==> src/rtl/ssd_scan_driver_if.sv <==
// ----------------------------------------------------------------------------
// ssd_scan_driver_if
//   Bundle of signals between the result-routing logic, the scan driver and
//   the board seven-segment pins.
//
//   value  [15:0]  word to display, digit0 = value[3:0] (rightmost)
//   load           capture value into the display register this cycle
//   enable         1 = scan display, 0 = all digits dark
//   a..g           segment cathodes, active-low
//   an0..an3       digit anodes, active-low, an0 = rightmost
//
//   master : the block supplying the word (and observing the pins)
//   slave  : ssd_scan_driver
// ----------------------------------------------------------------------------
interface ssd_scan_driver_if;
  logic [15:0] value;
  logic        load;
  logic        enable;
  logic        a, b, c, d, e, f, g;
  logic        an0, an1, an2, an3;

  modport master (
    output value, load, enable,
    input  a, b, c, d, e, f, g, an0, an1, an2, an3
  );

  modport slave (
    input  value, load, enable,
    output a, b, c, d, e, f, g, an0, an1, an2, an3
  );
endinterface

==> src/rtl/ssd_scan_driver.sv <==
// ----------------------------------------------------------------------------
// ssd_scan_driver
//   Latches a 16-bit result word on a load strobe and time-multiplexes it as
//   four hex digits onto a common-anode seven-segment display. Each digit is
//   lit for DIGIT_TICKS clock cycles; the scan order is an0, an1, an2, an3.
//   All pin outputs are registered and go dark while enable is low or while
//   reset is asserted.
//
//   Ports:
//     clk     system clock, rising edge
//     rst     asynchronous reset, active-low
//     bus     ssd_scan_driver_if.slave (value/load/enable in, a..g/an0..an3 out)
//
//   Parameters:
//     DIGIT_TICKS  clock cycles each digit stays lit (>= 2)
//     CNT_W        prescaler width, 2**CNT_W >= DIGIT_TICKS
//
//   Build option:
//     SSD_BLANK_ZEROS_EN  when defined, leading zero digits 3..1 are blanked
//                         (slot timing unchanged; digit 0 is always shown).
// ----------------------------------------------------------------------------
module ssd_scan_driver #(
  parameter int DIGIT_TICKS = 100000,
  parameter int CNT_W       = 17
) (
  input  logic               clk,
  input  logic               rst,
  ssd_scan_driver_if.slave   bus
);

  localparam logic [CNT_W-1:0] CNT_LAST = CNT_W'(DIGIT_TICKS - 1);

  // {a,b,c,d,e,f,g}, 0 = segment lit
  function automatic logic [6:0] hex_to_seg(input logic [3:0] nib);
    logic [6:0] seg;
    case (nib)
      4'h0:    seg = 7'b0000001;
      4'h1:    seg = 7'b1001111;
      4'h2:    seg = 7'b0010010;
      4'h3:    seg = 7'b0000110;
      4'h4:    seg = 7'b1001100;
      4'h5:    seg = 7'b0100100;
      4'h6:    seg = 7'b0100000;
      4'h7:    seg = 7'b0001111;
      4'h8:    seg = 7'b0000000;
      4'h9:    seg = 7'b0000100;
      4'hA:    seg = 7'b0001000;
      4'hB:    seg = 7'b1100000;
      4'hC:    seg = 7'b0110001;
      4'hD:    seg = 7'b1000010;
      4'hE:    seg = 7'b0110000;
      default: seg = 7'b0111000;
    endcase
    return seg;
  endfunction

  logic [15:0]      shown_q, shown_d;
  logic [CNT_W-1:0] cnt_q,   cnt_d;
  logic [1:0]       idx_q,   idx_d;
  logic [6:0]       seg_q,   seg_d;
  logic [3:0]       an_q,    an_d;
  logic [3:0]       nibble;
  logic             blank;

  always_comb begin
    nibble = 4'h0;
    case (idx_q)
      2'd0:    nibble = shown_q[3:0];
      2'd1:    nibble = shown_q[7:4];
      2'd2:    nibble = shown_q[11:8];
      default: nibble = shown_q[15:12];
    endcase
  end

`ifdef SSD_BLANK_ZEROS_EN
  // A digit is a leading zero when it and every digit above it are zero.
  always_comb begin
    blank = 1'b0;
    case (idx_q)
      2'd0:    blank = 1'b0;
      2'd1:    blank = (shown_q[15:4]  == 12'h000);
      2'd2:    blank = (shown_q[15:8]  == 8'h00);
      default: blank = (shown_q[15:12] == 4'h0);
    endcase
  end
`else
  assign blank = 1'b0;
`endif

  // Stage 0: display register, prescaler/index and the pin image computed
  // from the current index and shown word.
  always_comb begin
    shown_d = bus.load ? bus.value : shown_q;
    cnt_d   = cnt_q;
    idx_d   = idx_q;
    seg_d   = 7'h7F;
    an_d    = 4'hF;
    if (bus.enable) begin
      if (cnt_q == CNT_LAST) begin
        cnt_d = '0;
        idx_d = idx_q + 2'd1;
      end else begin
        cnt_d = cnt_q + CNT_W'(1);
      end
      if (!blank) begin
        seg_d = hex_to_seg(nibble);
        an_d  = ~(4'b0001 << idx_q);
      end
    end
  end

  always_ff @(posedge clk or negedge rst) begin
    if (!rst) begin
      shown_q <= 16'h0000;
      cnt_q   <= '0;
      idx_q   <= 2'd0;
      seg_q   <= 7'h7F;
      an_q    <= 4'hF;
    end else begin
      shown_q <= shown_d;
      cnt_q   <= cnt_d;
      idx_q   <= idx_d;
      seg_q   <= seg_d;
      an_q    <= an_d;
    end
  end

  // Stage 1: registered pins
  assign bus.a   = seg_q[6];
  assign bus.b   = seg_q[5];
  assign bus.c   = seg_q[4];
  assign bus.d   = seg_q[3];
  assign bus.e   = seg_q[2];
  assign bus.f   = seg_q[1];
  assign bus.g   = seg_q[0];
  assign bus.an0 = an_q[0];
  assign bus.an1 = an_q[1];
  assign bus.an2 = an_q[2];
  assign bus.an3 = an_q[3];

endmodule

==> src/flat_wrapper.sv <==
// flat-port wrapper written by rule: the top's interface ports become plain ports
module ssd_scan_driver_flat 
#(
  parameter int DIGIT_TICKS = 100000,
  parameter int CNT_W       = 17
)
  (clk, rst, bus_value, bus_load, bus_enable, bus_a, bus_b, bus_c, bus_d, bus_e, bus_f, bus_g, bus_an0, bus_an1, bus_an2, bus_an3);
  ssd_scan_driver_if bus_i ();
  input  logic clk;
  input  logic rst;
  input wire logic [$bits(bus_i.value)-1:0] bus_value;
  input wire logic [$bits(bus_i.load)-1:0] bus_load;
  input wire logic [$bits(bus_i.enable)-1:0] bus_enable;
  output wire logic [$bits(bus_i.a)-1:0] bus_a;
  output wire logic [$bits(bus_i.b)-1:0] bus_b;
  output wire logic [$bits(bus_i.c)-1:0] bus_c;
  output wire logic [$bits(bus_i.d)-1:0] bus_d;
  output wire logic [$bits(bus_i.e)-1:0] bus_e;
  output wire logic [$bits(bus_i.f)-1:0] bus_f;
  output wire logic [$bits(bus_i.g)-1:0] bus_g;
  output wire logic [$bits(bus_i.an0)-1:0] bus_an0;
  output wire logic [$bits(bus_i.an1)-1:0] bus_an1;
  output wire logic [$bits(bus_i.an2)-1:0] bus_an2;
  output wire logic [$bits(bus_i.an3)-1:0] bus_an3;
  assign bus_i.value = bus_value;
  assign bus_i.load = bus_load;
  assign bus_i.enable = bus_enable;
  assign bus_a = bus_i.a;
  assign bus_b = bus_i.b;
  assign bus_c = bus_i.c;
  assign bus_d = bus_i.d;
  assign bus_e = bus_i.e;
  assign bus_f = bus_i.f;
  assign bus_g = bus_i.g;
  assign bus_an0 = bus_i.an0;
  assign bus_an1 = bus_i.an1;
  assign bus_an2 = bus_i.an2;
  assign bus_an3 = bus_i.an3;
  ssd_scan_driver #(.DIGIT_TICKS(DIGIT_TICKS), .CNT_W(CNT_W)) u_core (.clk(clk), .rst(rst), .bus(bus_i));
endmodule
==> config.mk <==
export PLATFORM = sky130hd
export DESIGN_NAME = ssd_scan_driver_flat
export DESIGN_NICKNAME = d
export VERILOG_FILES = /design/src/rtl/ssd_scan_driver_if.sv /design/src/rtl/ssd_scan_driver.sv /design/src/flat_wrapper.sv
export SDC_FILE = /design/constraint.sdc
export NUM_CORES = 1
export LEC_CHECK = 0
export CAP_MARGIN = 5
export CORE_AREA = 2 2 69 71
export DETAILED_ROUTE_END_ITERATION = 7
export DIE_AREA = 0 0 71 73
export PLACE_DENSITY = 0.88
export SLEW_MARGIN = 20
export SYNTH_ARGS = -nofsm -noshare
export SYNTH_HDL_FRONTEND = slang
export SYNTH_SLANG_ARGS = --single-unit
==> constraint.sdc <==
create_clock -name clk -period 5.2 [get_ports clk]
set_clock_uncertainty 0.1 [all_clocks]
set_input_delay 0.52 -clock clk [delete_from_list [all_inputs] [get_ports clk]]
set_output_delay 0.52 -clock clk [all_outputs]
set_load 0.05 [all_outputs]
==> summary.md <==
- finished, final reports clean — status
- 2 — maximum root-to-sink buffer count
- no — RSZ-0062 raised after global routing
- 266 — Total Nets Final
- 21 — worst-path maximum fanout
- 706 ps — measured slew at the worst slew-check pin
- 134 — Iteration-0 DRC Markers
- sky130_fd_sc_hd__clkdlybuf4s50_1 — slowest CP cell
- 0.846 mW — total power
- sky130_fd_sc_hd__clkbuf_8 — Clock Tree Root
- 0.00116 mm^2 — area of all sequential standard cells
- simple AND/OR/NAND/NOR gates — dominant combinational cell family by area after synthesis
- 19.3% — global-route total usage across every layer
- sky130_fd_sc_hd__nand3_1 — Crit path top cell by count
- 31 — count of pins on the block boundary
- 0 — Routed Antenna Nets
- 0 — count of flip-flops with a built-in enable after synthesis
- 2600 ps — r2r setup slk
- 6 — router iterations before antenna repair
- 235 — Syn Nets
- 0 — number of hold-slack violations in the final timing report
- 0 — total inserted antenna cells
- 13.2% — portion of netlist area occupied by mux cells
- 11.5 um^2 — synthesized area per cell
- 2850 ps — signal arrival time at the worst endpoint
- 14.3% — Simple-Gate Fraction of Synth Area
- 4.52% — xor-xnor portion of the synthesized cell area
- 25 — cell row count
- 100% — share of synthesized registers carrying an async set or reset
- 0 — Post-route DRC
- 0 — buffers inserted by post-CTS timing repair
- 2200 ps — worst slack after detailed placement
- simple AND/OR/NAND/NOR gates — Top delay family on crit path
- 80 ps — CTS clk-pin slew, worst paths
- 1 — CP Buf/Inv Count
- 0.00109 mm^2 — total area of multi-input combinational cells
- 300 ps — clock latency of the later-clocked register in the worst-skew pair
- 15.3 um — Wirelength per Cell
- yes — TritonCTS clock tree
- 46 — FF+latch count, synth
- 369 MHz — Max Fclk
- 3180 um — HPWL reported at the end of detailed placement
- 0 — cts hold-fix bufs
- 5.66 — average via count per standard cell
- flip-flop — CP endpoint kind
- 0 — Post-CTS Resized
- sky130_fd_sc_hd__dfrtp_1 (38%), sky130_fd_sc_hd__dfstp_2 (12%), sky130_fd_sc_hd__mux2_2 (8.2%) — dominant cells by area after synthesis
- 5340 ps — endpoint required time on the critical path
- 30 — count of input and output buffers
- 0 ps — summed negative setup slack over all endpoints
- 0.00454 mm^2 — total core area
- u_core.seg_q[3] — capture instance of the worst register-to-register path
- 73 um — Die Height
- 52.1% — post-route clock period utilization
- 0 — residual overflow from global routing
- 5 — CTS buffer count
- 18.7% — Area growth syn-to-layout
- 50.1% — register area share after synthesis
- 7830 um — first-pass GRT wire length
- 2 — depth of the CTS H-tree
- 4440 um — Detailed Route WL
- input pin — Setup crit start kind
- 52.8% — relative slew slack
- clkdlybuf4s50_1 > nand3_1 > or3_1 > or3b_1 > nand3_1 — list of cells traversed by the critical path
- 37.6% — portion of synthesized cell area occupied by the leading cell type
- 46 — CTS sink count
- 850 ps — Max stage delay on crit path
- 2710 ps — Min Clock Period, post-route
- 8 — cell depth of the worst flop-to-flop path
- 8.49% — share of the synthesized area in compound gates (AO/OA/AOI/OAI)
- 2490 ps — min setup slack post-route
- 0 — number of maximum-capacitance violations
- 0 — initial antenna violation count
- 6.45% — area share of fa/ha/maj cells after synthesis
- 47 — largest net degree at the start of global routing
- 0.00518 mm^2 — Die Area
- 306 mW/mm^2 — power per cell area
- 0 — setup-violating endpoint count in the final report
- 41 — distinct cell type count after synthesis
- u_core.idx_q[0] — launch point of the worst reg-to-reg path
- 0.00233 mm^2 — Mapped Area
- 1637 — via count
- 0.204 mV — highest ir drop seen on vdd
- 0.878 — routability cong.
- in -> reg — Setup CP Type
- 71 um — Die X
- 18.7% — share of layout cells above drive strength 1
- sky130_fd_sc_hd__dfrtp_1 — Most used DFF post-synth
- 0 — Slew Limit Fails
- 0 — Yosys warnings
- 362 — FILL cells
- 1.20 nW — static leakage power
- 203 — cells after synthesis
- sky130_fd_sc_hd__dfrtp_1 — cell accounting for the most synthesized area
- bus_enable — CP startpoint
- 51.3% — starting density of the core
- 1640 — via count of the first global-routing pass
- in -> async — Tightest Hold Check Type
final cells by class:
class / count / area share [%]
flip-flops and latches: 46 / 42.2
clock buffers: 6 / 2.99
well taps: 54 / 2.45
multi-input cells: 139 / 39.5
inverters: 12 / 1.63
clock inverters: 2 / 0.453
repair buffers: 30 / 10.8
kinds of logic after synthesis:
kind of cell	after synthesis
mux	28
compound gates	26
fa+ha+maj	12
xor+xnor	12
buf+inv	18
flops	46
simple gates	61
stage by stage:
step | util [%] | instance area, um^2 | cells | hold WS, ps
finish | 60.9 | 2760 | 289 | 96.9
global route | 60.9 | 2760 | 289 | 145
CTS | 60.9 | 2760 | 289 | 312
detailed placement | 58.8 | 2670 | 281 | 370
global placement | 58.8 | 2670 | 281 | 360
floorplan | - | 2330 | 203 | 124
sequential cells by signal (all words and copies together), names as in the netlist:
name	cells
u_core.shown_q	16
u_core.cnt_q	17
u_core.seg_q	7
u_core.an_q	4
u_core.idx_q	2
cells in the mapped netlist, drive strengths merged (2+ instances only):
master	instances
mux2	18
o221ai	4
nor2	7
xnor2	10
a222oi	4
o21ai	5
nor4	5
buf	2
ha	12
nor2b	3
inv	12
mux2i	10
xor2	2
dfstp	11
nand4	4
a21o	2
and4	2
clkbuf	4
o211ai	4
nand2	21
dfrtp	35
a21oi	3
nor3	3
nand3	9
layer usage:
layer,GRT usage (%),wire (um),vias up
met5,0,0,-
met4,6.29,49,0
met3,4.14,184,4
met2,32.0,2250,45
met1,25.4,1950,801
li1,-,-,787
worst max path at each step:
| stage | endpoint | slack (ps) | cells past startpoint |
|---|---|---|---|
| final | u_core.cnt_q[10] | 2490 | 5 |
| after global placement | u_core.cnt_q[10] | 2250 | 5 |
| after CTS | u_core.cnt_q[10] | 2510 | 5 |
| after global routing | u_core.cnt_q[10] | 2320 | 5 |
| after floorplan | u_core.seg_q[3] | 2980 | 8 |
| after detailed placement | u_core.cnt_q[10] | 2200 | 5 |
power by group:
part	internal, mW	switching (mW)	total, mW
combinational	0.0781	0.0980	0.176
clock	0.107	0.124	0.231
sequential	0.402	0.0373	0.439
total	0.587	0.259	0.846
cell usage in the layout (no fill, tap or decap), drive strengths merged:
master and count:
dfrtp 35, clkdlybuf4s50 29, nand2 21, mux2 18, ha 12, inv 12, dfstp 11, mux2i 10
xnor2 10, nand3 9, nor2 7, clkbuf 6, o21ai 5, nor4 5, a222oi 4, o211ai 4
o221ai 4, nand4 4, nor2b 3, nor3 3, a21oi 3, and4 2, xor2 2, a21o 2
o311ai 1, o22a 1, and4bb 1, and2 1, a2bb2oi 1, or4 1, or3 1, or3b 1
nand2b 1, and3 1, o22ai 1, clkinv 1, clkinvlp 1, buf 1
No activity file was read; power rests on OpenSTA's default activity.
